===== config.mk =====
export PLATFORM = sky130hd
export DESIGN_NAME = ahblite_slave_arbiter
export DESIGN_NICKNAME = d
export VERILOG_FILES = /design/src/rtl/ahblite_slave_arbiter.sv
export SDC_FILE = /design/constraint.sdc
export NUM_CORES = 1
export LEC_CHECK = 0
export BUFFER_PORTS_ARGS = -buffer_cell sky130_fd_sc_hd__buf_4
export CAP_MARGIN = 25
export CORE_AREA = 4 4 41 43
export DETAILED_ROUTE_END_ITERATION = 12
export DIE_AREA = 0 0 45 47
export PLACE_DENSITY_LB_ADDON = 0.3
export SLEW_MARGIN = 30
export SYNTH_ARGS = -nofsm -noshare
export SYNTH_HDL_FRONTEND = slang
export SYNTH_SLANG_ARGS = --single-unit

===== constraint.sdc =====
create_clock -name HCLK -period 1.7 [get_ports HCLK]
set_input_delay 0.085 -clock HCLK [delete_from_list [all_inputs] [get_ports HCLK]]
set_output_delay 0.085 -clock HCLK [all_outputs]
set_load 0.02 [all_outputs]

===== src/rtl/ahblite_slave_arbiter.sv =====
// ahblite_slave_arbiter
// Per-slave master arbiter for an AHB-Lite bus matrix. Picks which master's
// address phase reaches the slave using round-robin order. A master keeps the
// grant while its burst continues or while it holds HMASTLOCK. The arbiter also
// records which master owns the data phase.
// All state is registered and advances only on cycles where hready=1.
// Optional build macro: ARB_HOLD_LIMIT_EN. When it is defined, a burst that has
// held the grant for MAX_HOLD beats gives way to other requesters. It never
// overrides a locked sequence.
module ahblite_slave_arbiter #(
  parameter int NUM_MASTERS = 2,
  parameter int MAX_HOLD    = 16
) (
  input  logic                   HCLK,
  input  logic                   HRESETN,
  input  logic [NUM_MASTERS-1:0] req,
  input  logic [NUM_MASTERS-1:0] seq,
  input  logic [NUM_MASTERS-1:0] lock,
  input  logic                   hready,
  output logic [NUM_MASTERS-1:0] addr_grant,
  output logic [3:0]             addr_grant_idx,
  output logic                   addr_active,
  output logic [NUM_MASTERS-1:0] data_sel,
  output logic                   data_active,
  output logic                   locked
);

  localparam int IDXW = (NUM_MASTERS > 1) ? $clog2(NUM_MASTERS) : 1;
  localparam logic [IDXW-1:0] RR_RESET = IDXW'(NUM_MASTERS - 1);

  typedef enum logic [1:0] {
    ST_IDLE,
    ST_OWNED,
    ST_LOCKED
  } state_e;

  if (NUM_MASTERS < 1 || NUM_MASTERS > 16 || MAX_HOLD < 1) begin : g_bad_cfg
    $error("ahblite_slave_arbiter: NUM_MASTERS must be 1..16 and MAX_HOLD >= 1");
  end

  state_e                   state_q, state_d;
  logic [NUM_MASTERS-1:0]   grant_q, grant_d;
  logic [IDXW-1:0]          rr_q, rr_d;
  logic [NUM_MASTERS-1:0]   data_q, data_d;

  logic                     owner_req, owner_seq, owner_lock;
  logic                     keep_lock, keep_burst;
  logic                     hold_expired;

  logic [2*NUM_MASTERS-1:0] req2;
  logic [NUM_MASTERS-1:0]   rot;
  logic [4:0]               rr_start;
  logic                     rr_found;
  logic [IDXW-1:0]          rr_idx;
  logic [NUM_MASTERS-1:0]   rr_oh;

  // The owner's request qualifiers, taken through the one-hot grant mask
  always_comb begin
    owner_req  = |(grant_q & req);
    owner_seq  = |(grant_q & seq);
    owner_lock = |(grant_q & lock);
  end

  // Round-robin search: rotate the requests so that rr+1 lands at bit 0,
  // take the lowest set bit, then map it back to an absolute index
  always_comb begin
    int unsigned abs_idx;
    abs_idx  = 0;
    rr_start = 5'(rr_q) + 5'd1;
    req2     = {req, req};
    rot      = NUM_MASTERS'(req2 >> rr_start);
    rr_found = 1'b0;
    rr_idx   = '0;
    for (int unsigned p = 0; p < NUM_MASTERS; p++) begin
      if (rot[p] && !rr_found) begin
        rr_found = 1'b1;
        abs_idx  = (32'(rr_start) + p) % NUM_MASTERS;
        rr_idx   = abs_idx[IDXW-1:0];
      end
    end
    rr_oh = NUM_MASTERS'(1) << rr_idx;
  end

`ifdef ARB_HOLD_LIMIT_EN
  localparam int HW = $clog2(MAX_HOLD) + 1;
  logic [HW-1:0] hold_q, hold_d;

  // The burst hold expires only when some other master is waiting
  always_comb begin
    hold_expired = (hold_q >= HW'(MAX_HOLD)) && (|(req & ~grant_q));
  end

  // Count kept burst beats and saturate; clear whenever arbitration runs
  always_comb begin
    hold_d = hold_q;
    if (hready) begin
      if (keep_lock) begin
        hold_d = hold_q;
      end else if (keep_burst) begin
        hold_d = (&hold_q) ? hold_q : hold_q + 1'b1;
      end else begin
        hold_d = '0;
      end
    end
  end

  // Hold counter register
  always_ff @(posedge HCLK or negedge HRESETN) begin
    if (!HRESETN) hold_q <= '0;
    else          hold_q <= hold_d;
  end
`else
  // Without the hold limit, bursts keep the grant indefinitely
  always_comb begin
    hold_expired = 1'b0;
  end
`endif

  // Grant policy: a lock hold beats a burst hold, and a burst hold beats round-robin
  always_comb begin
    keep_lock  = (state_q == ST_LOCKED) && owner_lock;
    keep_burst = (state_q == ST_OWNED) && owner_req && owner_seq && !hold_expired;
    state_d    = state_q;
    grant_d    = grant_q;
    rr_d       = rr_q;
    data_d     = data_q;
    if (hready) begin
      data_d = grant_q & req;
      if (keep_lock) begin
        state_d = ST_LOCKED;
      end else if (keep_burst) begin
        state_d = owner_lock ? ST_LOCKED : ST_OWNED;
      end else if (rr_found) begin
        grant_d = rr_oh;
        rr_d    = rr_idx;
        state_d = (|(rr_oh & lock)) ? ST_LOCKED : ST_OWNED;
      end else begin
        grant_d = '0;
        state_d = ST_IDLE;
      end
    end
  end

  // State, grant, pointer and data-phase registers
  always_ff @(posedge HCLK or negedge HRESETN) begin
    if (!HRESETN) begin
      state_q <= ST_IDLE;
      grant_q <= '0;
      rr_q    <= RR_RESET;
      data_q  <= '0;
    end else begin
      state_q <= state_d;
      grant_q <= grant_d;
      rr_q    <= rr_d;
      data_q  <= data_d;
    end
  end

  // Output decodes of the registered state
  always_comb begin
    addr_grant     = grant_q;
    addr_active    = |(grant_q & req);
    data_sel       = data_q;
    data_active    = |data_q;
    locked         = (state_q == ST_LOCKED);
    addr_grant_idx = '0;
    for (int unsigned i = 0; i < NUM_MASTERS; i++) begin
      if (grant_q[i]) addr_grant_idx = 4'(i);
    end
  end

endmodule


==> Word level (Yosys, flattened, before mapping) <==
Cells that the tools add are included.
{ "totals": {"inputBits": 9, "out_inout_bits": 11, "register_bits": 7} }
{ "classes": {"addsub": 2, "n_eq_ne": 2, "n_shift": 2, "n_reduce_logical": 12, "n_mux": 11, "bitwise_logic": 6} }
{ "ops": {"columns": ["cell", "count"], "rows": [
  ["$mux W2", 6],
  ["$reduce_or A2 Y1", 5],
  ["$and A2 B2 Y2", 4],
  ["$mux W1", 5],
  ["$logic_and A1 B1 Y1", 4],
  ["$reduce_and A4 Y1", 1],
  ["$shr A4 B2 Y2", 1],
  ["$reduce_and A3 Y1", 1],
  ["$add A1 B1 Y2 const B", 1],
  ["$eq A2 B1 Y1 const B", 1],
  ["$eq A2 B2 Y1 const B", 1],
  ["$not A1 Y1", 2],
  ["$shl A1 B1 Y2 const A", 1],
  ["$add A1 B1 Y1 const B", 1],
  ["$logic_not A1 Y1", 1]
]} }

==> Longest topological paths before layout <==
{ "depth": {"word_depth": 13, "ltp_mapped": 4, "mapped_depth_nobuf": 4} }

==> Worst setup path after synthesis <==
OpenSTA, ideal clock, no wires.
{ "synth_timing": {"path_type": "register to register", "from": "register grant_q[0], in the netlist addr_grant[0]", "to": "register grant_q[0], in the netlist addr_grant[0]", "n_path_buf": 0, "path_stages_with_launch": 5, "path_slack_ns": 0.155, "arrival_ns": 1.420, "t_required_ns": 1.575, "path_cell_list": "dfrtp_1 a22o_4 nand4b_1 and3_4 mux2_2"} }
{ "synth_between": {"elab_chain_len": 6, "word_cells_on_any_way": 12, "classes_between": "bitwise: 5; reduce/logical: 7"} }
{ "synth_lines": {"columns": ["element", "line", "rtl"], "rows": [
  ["start: declaration", "42", "logic [NUM_MASTERS-1:0] grant_q, grant_d;"],
  ["start signal: assignment", "153", "grant_q <= grant_d;"],
  ["$and A2 B2 Y2", null, null],
  ["$reduce_or A2 Y1", null, null],
  ["net addr_active", "22", "output logic addr_active,"],
  ["$logic_and A1 B1 Y1 (2 in a row)", "122", "keep_burst = (state_q == ST_OWNED) && owner_req && owner_seq && !hold_expired;"],
  ["$not A1 Y1 (no source line)", null, null],
  ["$reduce_and A3 Y1 (no source line)", null, null]
]} }
The timed path passes the listed nets, and every way through them passes these cells.
A chain may end at the register's enable or synchronous reset.

==> Worst setup path after layout <==
{ "layout_timing": {"from": "register grant_q[0], in the netlist addr_grant[0]", "to": "register grant_q[0], in the netlist addr_grant[0]"} }
{ "layout_between": {"elab_chain_len": 6, "word_cells_on_any_way": 12, "classes_between": "bitwise: 5; reduce/logical: 7"} }
{ "layout_lines": {"columns": ["element", "line", "rtl"], "rows": [
  ["$and A2 B2 Y2", "59", "owner_req = |(grant_q & req);"],
  ["$reduce_or A2 Y1", "59", null],
  ["$logic_and A1 B1 Y1 (2 in a row)", "122", null],
  ["$not A1 Y1 (no source line)", null, null],
  ["$reduce_and A3 Y1 (no source line) *", null, null]
]} }
Every way passes the cells marked *; elsewhere a longest branch is shown, timed or not.

==> summary.md <==
| Metric | Value |
|---|---|
| Half-perimeter wire length after placement | `between 800 and 900 um` |
| Die height | `roughly 47 um` |
| Final number of hold-violating endpoints | `0` |
| Worst setup path category | `reg -> reg` |
| Core area | `about 0.0013 mm2` |
| Site Rows | `13` |
| Clk network pwr share | `20.5%` |
| Unrepaired setup endpoints after global routing | `no` |
| Max-cap violations | `0` |
| Setup TNS | `0 ns` |
| Fmax | `0.661 GHz` |
| Ports | `20` |
| CTS tree | `built` |
| Post-synthesis xor/xnor area fraction | `0%` |
| Vias in the first global route | `381` |
| Vias | `slightly above 400` |
| Total gr overflow | `0` |
| Worst hold path class | `in -> reg` |
| Hold_sp | `req[0]` |
| Pint | `0.468 mW` |
| LEAKAGE | `0.290 nW` |
| CP startpoint kind | `flop` |
| Yosys top cell by area | `dfrtp_1` |
| Gpl congestion | `0.750` |
| Pins Over Slew Limit | `0` |
| Critical path endpoint category | `flop` |
| Power density cells | `~1200 mW/mm2` |
| Critical-path cell list | `a22o_4 -> nand4b_1 -> and3_4 -> mux2_2` |
| Share of the synthesized area in the top cell type | `roughly 32%` |
| Reg area | `176 um2` |
| Most used flip-flop cell after synthesis | `dfrtp_1` |
| Die ar. | `around 0.0021 mm2` |
| Status | `finished, final reports clean` |
| Clock skew | `about 0.0045 ns` |
| Final worst-path cycle share | `about 90%` |
| # Post-CTS Setup Buffers | `0` |
| Sw Pwr | `approximately 0.28 mW` |
| Final setup vio count | `0` |
| First-pass GRT wire length | `1.66 mm` |
| Maximum VDD drop | `roughly 0.00057 V` |
| Distinct cells, synth | `28` |
| Initial antenna violation count | `0` |
| Min cycle time layout | `about 1.5 ns` |
| IO Port Bufs | `16` |
| Iter 0 DRT Violations | `7` |
| Share of cells above drive strength 1 | `between 40 and 50%` |
| Drt total wl | `between 1 and 1.5 mm` |
| Crit-path leading delay family | `flip-flops` |
| Largest family of logic cells by synthesized area | `compound AO/OA/AOI/OAI gates` |
| Root buffer cell | `clkbuf_4` |
| Most frequent cell after synthesis | `dfrtp_1` |
| Post-synthesis simple-gate area fraction | `a little over a fifth` |
| Crit path required time | `between 1.5 and 2 ns` |
| Worst path buffer plus inverter count | `0` |
| Register share of total power | `between 30% and 40%` |
| Area share of fa/ha/maj cells after synthesis | `0%` |
| Final nets | `75` |
| Area grow syn2layout | `30.1%` |
| CP max stage delay | `~0.45 ns` |
| Drt drc | `0` |
| Comb pwr share | `between 40% and 50%` |
| Die W | `between 40 and 50 um` |
| Net Sw Frac | `a little under two fifths` |
| Slowest CP cell | `dfrtp_1` |
| Hold_buf cts | `1` |
| Top post-synthesis cells by area | `dfrtp_1 32%, buf_4 6.4%, dfstp_2 5.6%, and3_4 4.8%, mux2_2 4.8%` |
| Ys async rst share | `100%` |
| Total CTS buffers | `3` |
| Cells after Synth | `47` |
| Crit-path max FO | `6` |
| Syn Area/Cell | `between 9 and 10 um2` |
| Post-route ant nets | `0` |
| Warnings from Yosys | `0` |
| Post-synthesis register bit count | `7` |
| Fillers | `~130` |
| Worst Hold Depth | `2` |
| Area of the multi-input gates | `244 um2` |
| Maximum clock insertion buffer count | `2` |
| Clock sink total | `7` |
| Post-cts gate resize count | `0` |
| Endpoint, Worst Hold | `rr_q` |
| Routed vias/inst | `between 5 and 6` |
| Critical Path AT | `1.65 ns` |
| Compound-gate portion of the synthesized area | `between 20% and 30%` |
| Post-synth EDFFs | `0` |
| Syn Std Cell Area | `~470 um2` |
| Most frequent cells after synthesis | `6 x dfrtp_1, 4 x buf_4, 4 x inv_1, 4 x nand2_1` |
| Skew-Pair Late Insertion Delay | `0.25 ns` |
| R2R Path End | `addr_grant[0]` |
| H-tree depth | `1` |
| Antenna Cells | `0` |
| Post-synthesis mux area share | `under 10%` |
| Seq/Total Area, Yosys | `37.6%` |
| Avg WL per Cell | `13.2 um` |
| Clock-pin slew of the registers on the worst-case setup and hold paths | `0.06 ns` |
| Starting density of the core | `about 36%` |
| Reg2reg start | `addr_grant[0]` |
| R2r worst-path depth | `4` |
| Largest net degree at the start of global routing | `12` |
| Fin util | `about 47%` |
| Worst reg2reg setup slack | `around 0.19 ns` |
| Pre-antenna DRT Iters | `4` |
| GRT Util Overall | `between 10% and 20%` |
metal layers:
layer | routed length [um] | global-route usage (%)
met1 | 463 | 12.5
met4 | 12 | 5.26
met5 | 0 | 0
met3 | 71 | 2.68
met2 | 506 | 19.2
registers in the layout (all words and copies together) (netlist names):
signal      flops
addr_grant      2
data_sel        2
state_q         2
rr_q            1
how the worst max path moves through the flow:
stage                     cells past startpoint           from            end
final                                         4  addr_grant[0]  addr_grant[0]
after global placement                        4  addr_grant[0]  addr_grant[1]
after floorplan                               4  addr_grant[0]  addr_grant[0]
after CTS                                     4  addr_grant[0]  addr_grant[0]
after detailed placement                      4  addr_grant[0]  addr_grant[1]
after global routing                          4  addr_grant[1]  addr_grant[1]
cells by family after synthesis:
kind of cell	count (synthesis)
AND/OR/NAND/NOR	15
other	1
buffers and inverters	9
multiplexers	2
AO/OA/AOI/OAI	13
flip-flops	7
cells in the final DEF, fill, tap and decap left out, types with 2 or more instances in the layout:
cell type	Yosys	routed
buf_4	4	16
dfrtp_1	6	6
inv_1	4	4
nand2_1	4	4
conb_1	1	3
clkbuf_4	0	3
nand3_1	2	2
o21ai_0	2	2
a22o_2	2	2
and3_4	2	2
mux2_2	2	2
power by group through the flow:
stage | Combinational, mW | Clock (mW) | Sequential [mW]
after floorplan | 0.192 | 0 | 0.288
after global placement | 0.318 | 0 | 0.275
after detailed placement | 0.319 | 0 | 0.277
after CTS | 0.321 | 0.152 | 0.274
after global routing | 0.343 | 0.162 | 0.284
final | 0.319 | 0.153 | 0.276
layout make-up:
type / instances / share of cell area [%]
Clock buffer: 4 / 4.30
Inverter: 4 / 2.46
Multi-Input combinational cell: 33 / 40.0
Sequential cell: 7 / 28.9
Tap cell: 15 / 3.07
Timing Repair Buffer: 17 / 21.3
per-stage QoR:
stage	power (mW)	instances	hold WS (ns)	area, um2	worst slack [ns]
after global placement	0.593	75	-0.0935	574	0.213
final	0.747	80	0.0446	611	0.186
after detailed placement	0.596	75	-0.0951	574	0.194
after floorplan	0.480	49	-0.211	477	0.155
after global routing	0.789	80	0.0644	611	0.131
after CTS	0.747	80	0.0465	611	0.186
Note: power is estimated with default switching activity, not from simulation.
